===== src/rtl/trap_ctrl.sv =====
//----------------------------------------------------------------------------
// Module      : trap_ctrl
// Description : Machine-mode trap/MRET sequencer with fetch-redirect handshake
// Revision    : 1.0 - initial release
//----------------------------------------------------------------------------
`default_nettype none

module trap_ctrl #(
  parameter int VECTOR_EN = 1
) (
  input  logic        clk,
  input  logic        reset_n,
  input  logic        instr_valid_wb,
  input  logic [31:0] pc_wb,
  input  logic        exc_fetch_misalign,
  input  logic        exc_illegal,
  input  logic        exc_ebreak,
  input  logic        exc_ecall,
  input  logic        mret_wb,
  input  logic        extern_intr,
  input  logic        timer_intr,
  input  logic        software_intr,
  input  logic        mstatus_mie,
  input  logic [31:0] mie,
  input  logic [31:0] mtvec,
  input  logic [31:0] mepc,
  input  logic [1:0]  privilege_mode,
  output logic        mcause_update,
  output logic [5:0]  mcause,
  output logic        is_mret,
  output logic        kill_wb,
  output logic        redirect_valid,
  output logic [31:0] redirect_pc,
  input  logic        redirect_ready
);

  localparam logic [1:0] c_PRIV_U = 2'b00;

  typedef enum logic [0:0] {
    IDLE     = 1'b0,
    REDIRECT = 1'b1
  } state_t;

  state_t      r_state;
  logic        r_redirect_valid;
  logic [31:0] r_redirect_pc;

  logic        w_accept;
  logic        w_is_u;
  logic        w_exc;
  logic [4:0]  w_exc_code;
  logic [2:0]  w_pend;
  logic        w_intr;
  logic [4:0]  w_intr_code;
  logic        w_take_trap;
  logic        w_take_mret;
  logic        w_trap_is_intr;
  logic [4:0]  w_code;
  logic [31:0] w_base;
  logic [31:0] w_target;
  logic        w_unused_mie;

  assign w_unused_mie = ^{mie[31:12], mie[10:8], mie[6:4], mie[2:0], pc_wb};

  assign w_accept = reset_n && (r_state == IDLE) && instr_valid_wb;
  assign w_is_u   = (privilege_mode == c_PRIV_U);
  assign w_pend   = {extern_intr & mie[11], software_intr & mie[3], timer_intr & mie[7]};
  assign w_intr   = (|w_pend) && (mstatus_mie || w_is_u);
  assign w_base   = {mtvec[31:2], 2'b00};

  // MRET from user mode is reported as an illegal instruction.
  always_comb begin
    w_exc      = 1'b1;
    w_exc_code = 5'd0;
    if (exc_fetch_misalign) begin
      w_exc_code = 5'd0;
    end else if (exc_illegal || (mret_wb && w_is_u)) begin
      w_exc_code = 5'd2;
    end else if (exc_ebreak) begin
      w_exc_code = 5'd3;
    end else if (exc_ecall) begin
      w_exc_code = w_is_u ? 5'd8 : 5'd11;
    end else begin
      w_exc = 1'b0;
    end
  end

  always_comb begin
    w_intr_code = 5'd7;
    if (w_pend[2]) begin
      w_intr_code = 5'd11;
    end else if (w_pend[1]) begin
      w_intr_code = 5'd3;
    end
  end

  assign w_take_trap    = w_accept && (w_exc || w_intr);
  assign w_trap_is_intr = !w_exc && w_intr;
  assign w_take_mret    = w_accept && mret_wb && !w_exc && !w_intr;
  assign w_code         = w_trap_is_intr ? w_intr_code : w_exc_code;

  // Vectored mode offsets interrupts only; exceptions always land on the base.
  always_comb begin
    w_target = w_base;
    if (w_take_mret) begin
      w_target = mepc;
    end else if ((VECTOR_EN != 0) && (mtvec[1:0] == 2'b01) && w_trap_is_intr) begin
      w_target = w_base + {25'd0, w_code, 2'b00};
    end
  end

  always_ff @(posedge clk) begin
    if (!reset_n) begin
      r_state          <= IDLE;
      r_redirect_valid <= 1'b0;
      r_redirect_pc    <= 32'd0;
    end else begin
      case (r_state)
        IDLE: begin
          if (w_take_trap || w_take_mret) begin
            r_state          <= REDIRECT;
            r_redirect_valid <= 1'b1;
            r_redirect_pc    <= w_target;
          end
        end
        REDIRECT: begin
          if (redirect_ready) begin
            r_state          <= IDLE;
            r_redirect_valid <= 1'b0;
          end
        end
      endcase
    end
  end

  assign mcause_update  = w_take_trap;
  assign mcause         = w_take_trap ? {w_trap_is_intr, w_code} : 6'd0;
  assign is_mret        = w_take_mret;
  assign kill_wb        = reset_n && ((r_state == REDIRECT) || w_take_trap);
  assign redirect_valid = r_redirect_valid;
  assign redirect_pc    = r_redirect_pc;

endmodule

`default_nettype wire


===== config.mk =====
export PLATFORM = sky130hd
export DESIGN_NAME = trap_ctrl
export DESIGN_NICKNAME = d
export VERILOG_FILES = /design/src/rtl/trap_ctrl.sv
export SDC_FILE = /design/constraint.sdc
export NUM_CORES = 1
export LEC_CHECK = 0
export ABC_CLOCK_PERIOD_IN_PS = 9900
export BUFFER_PORTS_ARGS = -buffer_cell sky130_fd_sc_hd__buf_2
export CAP_MARGIN = 25
export CORE_MARGIN = 2
export CORE_UTILIZATION = 40
export DETAILED_ROUTE_END_ITERATION = 8
export PLACE_DENSITY = 0.88
export SETUP_SLACK_MARGIN = 0.4
export SLEW_MARGIN = 10
export SYNTH_ARGS = -nofsm -noshare
export SYNTH_HDL_FRONTEND = slang
export SYNTH_SLANG_ARGS = --single-unit

===== constraint.sdc =====
create_clock -name clk -period 9.9 [get_ports clk]
set_clock_uncertainty 0.1 [all_clocks]
set_input_delay 0.99 -clock clk [delete_from_list [all_inputs] [get_ports clk]]
set_output_delay 0.99 -clock clk [all_outputs]
set_load 0.03 [all_outputs]

==> impl_metrics.toml, run 1 <==
[floorplan]
initial_core_util = 0.4133
coreArea_um2 = 5507
rows = 27
die_h_um = 79.43
ioPinCount = 185
die-area_um2 = 6309
die_x_um = 79.43

[finish]
final_common_cell = "buf_2"
layout-drive-gt1-share = 0.3609
nNetsFinal = 546
final_cell_mix = "buf_2 (122), dfxtp_1 (34), o21ai_0 (25)"
area_growth_pct = 34.03
n_fill_cell = 566
diodes = 0
regArea_um2 = 680.7
multi_input_area_um2 = 1473

[routing]
dr_wl_met3_um = 596
ant_nets = 0
route.detailed.drc = 0
vias = 2610
drtIter0Drc = 101
wl_per_cell_um = 14.89
vias_per_cell = 5.541
met2_length_um = 3313
m1WireLength_um = 3081
drt_pass1_iterations = 4
dr.max_layer_used = "met4"
drt_wl_total_um = 7015

[power]
cellLeakagePower_nw = 1.339
vdd_drop_max_mv = 0.06646
powerDensity_nw_per_um2 = 132.8

[global_routing]
overflow = 0
grt_pass1_vias = 2408
grt_pass1_wl_um = 11030
grt_max_degree = 40
grtUsageTotal = 0.2197
grt_antenna_before_repair = 0

[timing]
max_freq_mhz = 195.1
rsz0062_at_grt = "false"
max_slew_margin = 0.2998
tightest_slew_ps = 1050
post-route-worst-setup-slack_ps = 4773
period_minus_slack_ps = 5127
hold_viol_final = 0
finalCritPeriodShare = 0.5179
setup_tns_ps = 0
drv_slew = 0
setup_viol = 0

[logic_synthesis]
synthFlopType = "dfxtp_1"
synth.distinct_cells = 57
post-synth-top-area-cell = "dfxtp_1"
yosysWarningCount = 0
avgSynthCellArea_um2 = 7.986
synth_edf_count = 0
yosys-top-cells-area = "dfxtp_1 (30%), xnor2_1 (7.7%), o21ai_0 (5.5%)"
synthArstFlopShare = 0
netlist.area_leader.share = 0.2991
ys_seq_area_frac = 0.2991
ys_ff_latch = 34
syn_nets = 433
synth_area_um2 = 2276
synthCells = 285

[clock_tree]
cts.clk_slew.worst_paths_ps = 70
clock_sinks = 34
cts-buffers-inserted = 5
htree_num_levels = 2
post_cts_resized = 0
cts_tree = "yes"
clockRootBuffer = "clkbuf_8"
clockBufferDepth = 2
post_cts_buffers = 0
ctsHoldBuffers = 0
clk_latency_ps = 280

[outcome]
status = "finished, final reports clean"

[worst_setup_path]
crit_path_end_kind = "output pin"
path_max_fanout = 39
required_ps = 8810
cp_slowest_stage_delay_ps = 640
worst-setup-path-type = "input pin to output pin"
cpMostUsedCell = "buf_2"
crit_slowest_cell = "nand2_1"
critPathArrivalTime_ps = 4040
cp_cell_sequence = "buf_2 -> nand3b_1 -> a21oi_1 -> nand2_1 -> inv_1 -> and2_1 -> buf_2"
cp-start-kind = "input pin"

[placement]
io_buffers = 122
dp_slack_ps = 4724
place_hpwl_um = 5459
place_congestion = 0.8812

[worst_hold_path]
min_path_type = "flop to flop"

[run]
cap_violations = 0
[power by group]
group	switching, mW	internal [mW]
clock network	0.0523	0.107
logic	0.0588	0.0353
registers	0.00465	0.147
[worst paths after layout]
kind              slack [ps]  depth (start not counted)                    startpoint                      endpoint
setup / recovery        4770                          7                       reset_n                     mcause[0]
hold / removal           370                          2  redirect_pc[10]$_SDFFE_PN0P_  redirect_pc[10]$_SDFFE_PN0P_
setup reg to reg        6890                          7            r_state$_SDFF_PN0_  redirect_pc[25]$_SDFFE_PN0P_
hold reg to reg          370                          2  redirect_pc[10]$_SDFFE_PN0P_  redirect_pc[10]$_SDFFE_PN0P_
[metal layers]
metal	vias to the layer above	GRT usage
met2	120	0.3748
met5	-	0
met4	0	0.05690
met1	1201	0.2806
met3	2	0.04638
li1	1287	-
[synthesized netlist by cell type (3+ instances only)]
cell	number
nand4_1	6
nor3_1	8
dfxtp_1	34
nand2_1	14
xnor2_1	20
o21ai_0	25
a21oi_1	8
a22oi_1	3
o221ai_1	3
nand3_1	24
clkbuf_1	12
nor2b_1	4
nor2_1	22
a211oi_1	4
xor2_1	5
and3_1	3
a22o_1	5
nor4_1	4
ha_1	4
inv_1	11
nor4_2	4
a32oi_1	10
o211ai_1	4
[registers in the layout, summed over array words and instances, names as in the netlist]
signal / count
redirect_valid: 1
r_state: 1
redirect_pc: 32
[worst max-delay path, delay by kind of cell]
| family | cells | cell delay (ps) |
|---|---|---|
| simple gates | 3 | 1110 |
| buf+inv | 3 | 1300 |
| compound gates | 1 | 630 |
[through the flow]
stage / power (mW) / hold WS [ps] / area [um2] / instances / utilization
global placement: 0.2459 / 349.9 / 2903 / 462 / 0.5272
global route: 0.4234 / 402.6 / 3050 / 471 / 0.5540
CTS: 0.4076 / 376.9 / 3045 / 470 / 0.5531
floorplan: 0.2098 / 377.3 / 2276 / 285 / -
finish: 0.4051 / 372.3 / 3050 / 471 / 0.5540
detailed placement: 0.2483 / 361.6 / 2903 / 462 / 0.5272
[cell families (layout without fill, tap and decap cells)]
family / Yosys count / after routing / synth area share
xor+xnor: 25 / 25 / 0.09621
flops: 34 / 34 / 0.2991
fa+ha+maj: 5 / 5 / 0.03079
mux: 1 / 1 / 0.004398
other cells: 1 / 1 / 0.001648
simple gates: 107 / 107 / 0.2633
buf+inv: 29 / 143 / 0.05388
compound gates: 83 / 83 / 0.2507
[area by class of cell]
type,count,share of cell area
clock buffers,6,0.02707
well taps,72,0.02953
flip-flops and latches,34,0.2231
inverters,11,0.01354
repair buffers,124,0.2043
clock inverters,2,0.01969
multi-input cells,222,0.4828
Power figures use the tool's default switching activity.
==> run 2: changes to the inputs <==
- ABC_CLOCK_PERIOD_IN_PS: 9900 -> 5400
- CORE_UTILIZATION: 40 -> 39
- PLACE_DENSITY: 0.88 -> 0.86
- clock period: 9.9 -> 5.4 ns (I/O delays scaled with it)
==> impl_metrics.toml, run 2 (synthesized netlist as in run 1, its figures left out) <==
[clock_tree]
post_cts_buffers = 0
clockBufferDepth = 2
clock_sinks = 34
cts_tree = "yes"
htree_num_levels = 2
ctsHoldBuffers = 0
cts-buffers-inserted = 5
post_cts_resized = 0
clockRootBuffer = "clkbuf_8"
cts.clk_slew.worst_paths_ps = 80
clk_latency_ps = 280

[run]
cap_violations = 0

[timing]
drv_slew = 0
finalCritPeriodShare = 0.7901
rsz0062_at_grt = "false"
hold_viol_final = 0
max_freq_mhz = 234.4
setup_viol = 0
holdWs_ps = 363.8
max_slew_margin = 0.4712
setup_tns_ps = 0
period_minus_slack_ps = 4267
tightest_slew_ps = 793.2

[routing]
wl_per_cell_um = 15.04
drtIter0Drc = 184
drt_pass1_iterations = 4
vias = 2616
route.detailed.drc = 0
vias_per_cell = 5.531
drt_wl_total_um = 7115
ant_nets = 0

[power]
p_sw_frac = 0.3135
power_switching_mw = 0.2158
p_seq_frac = 0.403
vdd_drop_max_mv = 0.1635
internal-power_mw = 0.4726
p_clk_frac = 0.343
cellLeakagePower_nw = 1.330
powerDensity_nw_per_um2 = 225.9
power_frac_comb = 0.254

[floorplan]
coreArea_um2 = 5574
die-area_um2 = 6463
ioPinCount = 185
initial_core_util = 0.4083
die_x_um = 80.39
rows = 27
die_h_um = 80.39

[finish]
n_fill_cell = 538
diodes = 0
nNetsFinal = 548
largest_reg_flops = 32
area_growth_pct = 33.86
layout-drive-gt1-share = 0.3641
final_cell_mix = "buf_2 (122), dfxtp_1 (34), o21ai_0 (25)"
final_common_cell = "buf_2"

[worst_setup_path]
cp-start-kind = "input pin"
crit_path_end_kind = "flop"
path_max_fanout = 13
required_ps = 5470
critPathArrivalTime_ps = 4330
worst-setup-path-type = "input pin to flop"

[global_routing]
overflow = 0
grtUsageTotal = 0.2197
grt_pass1_wl_um = 11100
grt_antenna_before_repair = 0
grt_pass1_vias = 2357
grt_max_degree = 40

[placement]
place_congestion = 0.8561
io_buffers = 122
place_hpwl_um = 5416

[worst_hold_path]
min_path_type = "input pin to flop"

[outcome]
status = "finished, final reports clean"
[run 2: cell types whose count changed in the layout (fill, tap and decap cells not counted), sizes merged]
cell,change
buf,+3
bufinv,-1
clkinvlp,+2
clkbuf,-2
[run 2: worst max-delay path, stage by stage]
cell and delay, ps:
buf_2 110, or4_4 550, or4_1 690, o41ai_1 160, ha_1 290, inv_1 70, fa_1 390, nand2b_1 160
o2bb2ai_1 170, or3_4 450, o31a_1 310, nor3_1 300, o21ai_0 140
[run 2: cell type report]
class | instances | area (um2) | area share
clock inverters | 3 | 45.04 | 0.01478
well taps | 72 | 90.09 | 0.02957
repair buffers | 126 | 648.1 | 0.2127
inverters | 11 | 41.29 | 0.01355
flip-flops and latches | 34 | 680.7 | 0.2234
clock buffers | 5 | 68.82 | 0.02259
multi-input cells | 222 | 1473 | 0.4834
[run 2: final timing paths]
| kind | start | end | slack (ps) | cells after the start |
|---|---|---|---|---|
| setup / recovery | exc_ecall | redirect_pc[18]$_SDFFE_PN0P_ | 1130 | 13 |
| hold / removal | mepc[20] | redirect_pc[20]$_SDFFE_PN0P_ | 360 | 3 |
| setup reg to reg | r_state$_SDFF_PN0_ | redirect_pc[25]$_SDFFE_PN0P_ | 3000 | 7 |
| hold reg to reg | redirect_valid$_SDFFE_PN0P_ | redirect_valid$_SDFFE_PN0P_ | 370 | 2 |
[run 2: power groups by stage]
stage	Clock [mW]	Sequential, mW	Combinational, mW
6_report	0.236	0.278	0.175
5_1_grt	0.251	0.280	0.191
4_1_cts	0.241	0.277	0.174
3_5_place_dp	0	0.283	0.173
2_1_floorplan	0	0.318	0.0666
3_3_place_gp	0	0.282	0.170
[run 2: metal layers]
layer	part of all wire	global-route usage
met1	0.44	0.2919
met5	0	0
met2	0.45	0.3617
met3	0.092	0.04270
met4	0.011	0.06102
[run 2: through the flow]
step	utilization	total power [mW]	setup slack, ps	instances	area (um2)
after global placement	0.5235	0.4519	897.3	464	2918
final	0.5466	0.6884	1133	473	3047
after global routing	0.5466	0.7216	1044	473	3047
after detailed placement	0.5235	0.4557	885.4	464	2918
after CTS	0.5439	0.6921	1163	472	3032
after floorplan	-	0.3846	1366	285	2276
==> run 3: changes to the inputs <==
- ABC_AREA: not set -> 1
- ABC_CLOCK_PERIOD_IN_PS: 5400 -> 3720
- PLACE_DENSITY: 0.86 -> 0.83
- clock period: 5.4 -> 3.72 ns (I/O delays scaled with it)
==> impl_metrics.toml, run 3 <==
[outcome]
status = "finished, final reports clean"

[logic_synthesis]
synth.distinct_cells = 37
synth_xor_area_frac = 0.02091
synthFlopType = "dfxtp_1"
synth_area_um2 = 2932
syn_nets = 653
yosysWarningCount = 0
synthSimpleGateAreaFrac = 0.4370
synth_top_family_by_area = "simple AND/OR/NAND/NOR gates"
ys_seq_area_frac = 0.2322
synth_mux_area_frac = 0
synth_compound_area_frac = 0.1852
synth_common_cells = "nand2_1 (160), a21oi_1 (60), nor2_1 (55)"
yosys-top-cells-area = "dfxtp_1 (23%), nand2_1 (20%), a21oi_1 (10%)"
netlist.area_leader.share = 0.2322
synthArstFlopShare = 0
synthCells = 505
synthAdderAreaFrac = 0.02390
synth_edf_count = 0
post-synth-top-area-cell = "dfxtp_1"
avgSynthCellArea_um2 = 5.805
yosysMostFrequentCell = "nand2_1"
ys_ff_latch = 34

[finish]
fin_cells = 719
final_cell_mix = "nand2_1 (160), buf_2 (122), a21oi_1 (60)"
nNetsFinal = 767
largest_reg_flops = 32
diodes = 0
final_common_cell = "nand2_1"
layout-drive-gt1-share = 0.2500
area_growth_pct = 25.95

[floorplan]
die-area_um2 = 8226
coreArea_um2 = 7253
initial_core_util = 0.4042
rows = 31
die_h_um = 90.70
die_x_um = 90.70
ioPinCount = 185

[timing]
period_minus_slack_ps = 2990
rsz0062_at_grt = "false"
drv_slew = 0
setup_viol = 0
finalCritPeriodShare = 0.8038
max_freq_mhz = 334.4
setup_tns_ps = 0
max_slew_margin = 0.4843
tightest_slew_ps = 772.7
hold_viol_final = 0

[global_routing]
grt_pass1_vias = 3447
use_met2 = 0.4036
overflow = 0
grt_busiest_layer = "met2"
use_met3 = 0.04257
gr-usage-met1 = 0.3235
grt_max_degree = 43
grt_pass1_wl_um = 16360
grtUsageTotal = 0.2426
grt_antenna_before_repair = 0

[power]
internal-power_mw = 0.6849
power_frac_comb = 0.278
vdd_drop_max_mv = 0.1857
cellLeakagePower_nw = 1.898
p_seq_frac = 0.381
power_switching_mw = 0.3581
powerDensity_nw_per_um2 = 282.5
p_sw_frac = 0.3433
p_clk_frac = 0.342

[clock_tree]
clockRootBuffer = "clkbuf_8"
post_cts_buffers = 0
cts.clk_slew.worst_paths_ps = 80
post_cts_resized = 0
clockBufferDepth = 2
ctsHoldBuffers = 0
clk_latency_ps = 290
cts_tree = "yes"
htree_num_levels = 2
clock_sinks = 34
cts-buffers-inserted = 5

[worst_setup_path]
critPathArrivalTime_ps = 3120
path_max_fanout = 6
cp-start-kind = "input pin"
worst-setup-path-type = "input pin to flop"
required_ps = 3850
crit_path_end_kind = "flop"

[placement]
io_buffers = 122
dp_cells = 711
place_hpwl_um = 7736
place_congestion = 0.9246

[routing]
ant_nets = 0
wl_per_cell_um = 14.03
drtIter0Drc = 209
vias_per_cell = 5.186
vias = 3729
drt_pass1_iterations = 5
route.detailed.drc = 0
drt_wl_total_um = 10090

[run]
cap_violations = 0

[worst_hold_path]
min_path_type = "input pin to flop"
[run 3: worst paths after layout]
path,cells past startpoint,from,end,slack [ps]
min,3,mepc[1],redirect_pc[1]$_SDFFE_PN0P_,220
min reg2reg,2,redirect_pc[0]$_SDFFE_PN0P_,redirect_pc[0]$_SDFFE_PN0P_,360
max reg2reg,8,r_state$_SDFF_PN0_,redirect_pc[4]$_SDFFE_PN0P_,1420
max,18,exc_ebreak,redirect_pc[26]$_SDFFE_PN0P_,730
[run 3: critical path: stages]
cell	delay [ps]
buf_2	100
inv_1	80
nand3_1	120
nor2_4	190
nand2_1	160
nand2_1	110
ha_1	170
inv_1	60
fa_1	440
o21ai_0	370
nand2_1	230
inv_1	120
nand3_1	80
nand2_1	70
nand2_1	40
o21ai_0	190
nand2_1	90
a21oi_1	120
[run 3: layout make-up]
class                   instances  area [um2]
fillers                       760        3561
multi-input cells             406        1959
flip-flops and latches         34       680.7
repair buffers                125       633.1
inverters                      47       181.4
well taps                      99       123.9
clock buffers                   5       68.82
clock inverters                 3       45.04
[run 3: per-layer routing]
layer,vias up,share of wire
met5,-,0
met4,0,0.012
met3,13,0.086
met2,173,0.46
met1,1678,0.44
li1,1865,-
[run 3: through the flow]
step | setup slack, ps | area [um2] | util | power, mW | hold slack (ps)
after floorplan | 1128 | 2932 | - | 0.5846 | 343.3
after global placement | 545.5 | 3578 | 0.4934 | 0.6851 | 345.8
after detailed placement | 481.1 | 3578 | 0.4934 | 0.6926 | 350.3
after CTS | 776.0 | 3692 | 0.5091 | 1.046 | 225.0
after global routing | 435.3 | 3692 | 0.5091 | 1.098 | 223.6
final | 730.0 | 3692 | 0.5091 | 1.043 | 223.0
[run 3: cell families after synthesis]
group                      after synthesis
xor gates and xnor gates                 7
DFF                                     34
and+or+nand+nor                        290
other                                    1
AOI/OAI and AO/OA                      103
buffers and inverters                   65
adders and majority gates                5
[run 3: power by group through the flow]
stage	Sequential, mW	Clock [mW]	Combinational, mW
after floorplan	0.448	0	0.137
after global placement	0.404	0	0.281
after detailed placement	0.405	0	0.288
after CTS	0.397	0.361	0.289
after global routing	0.399	0.379	0.319
final	0.397	0.356	0.290
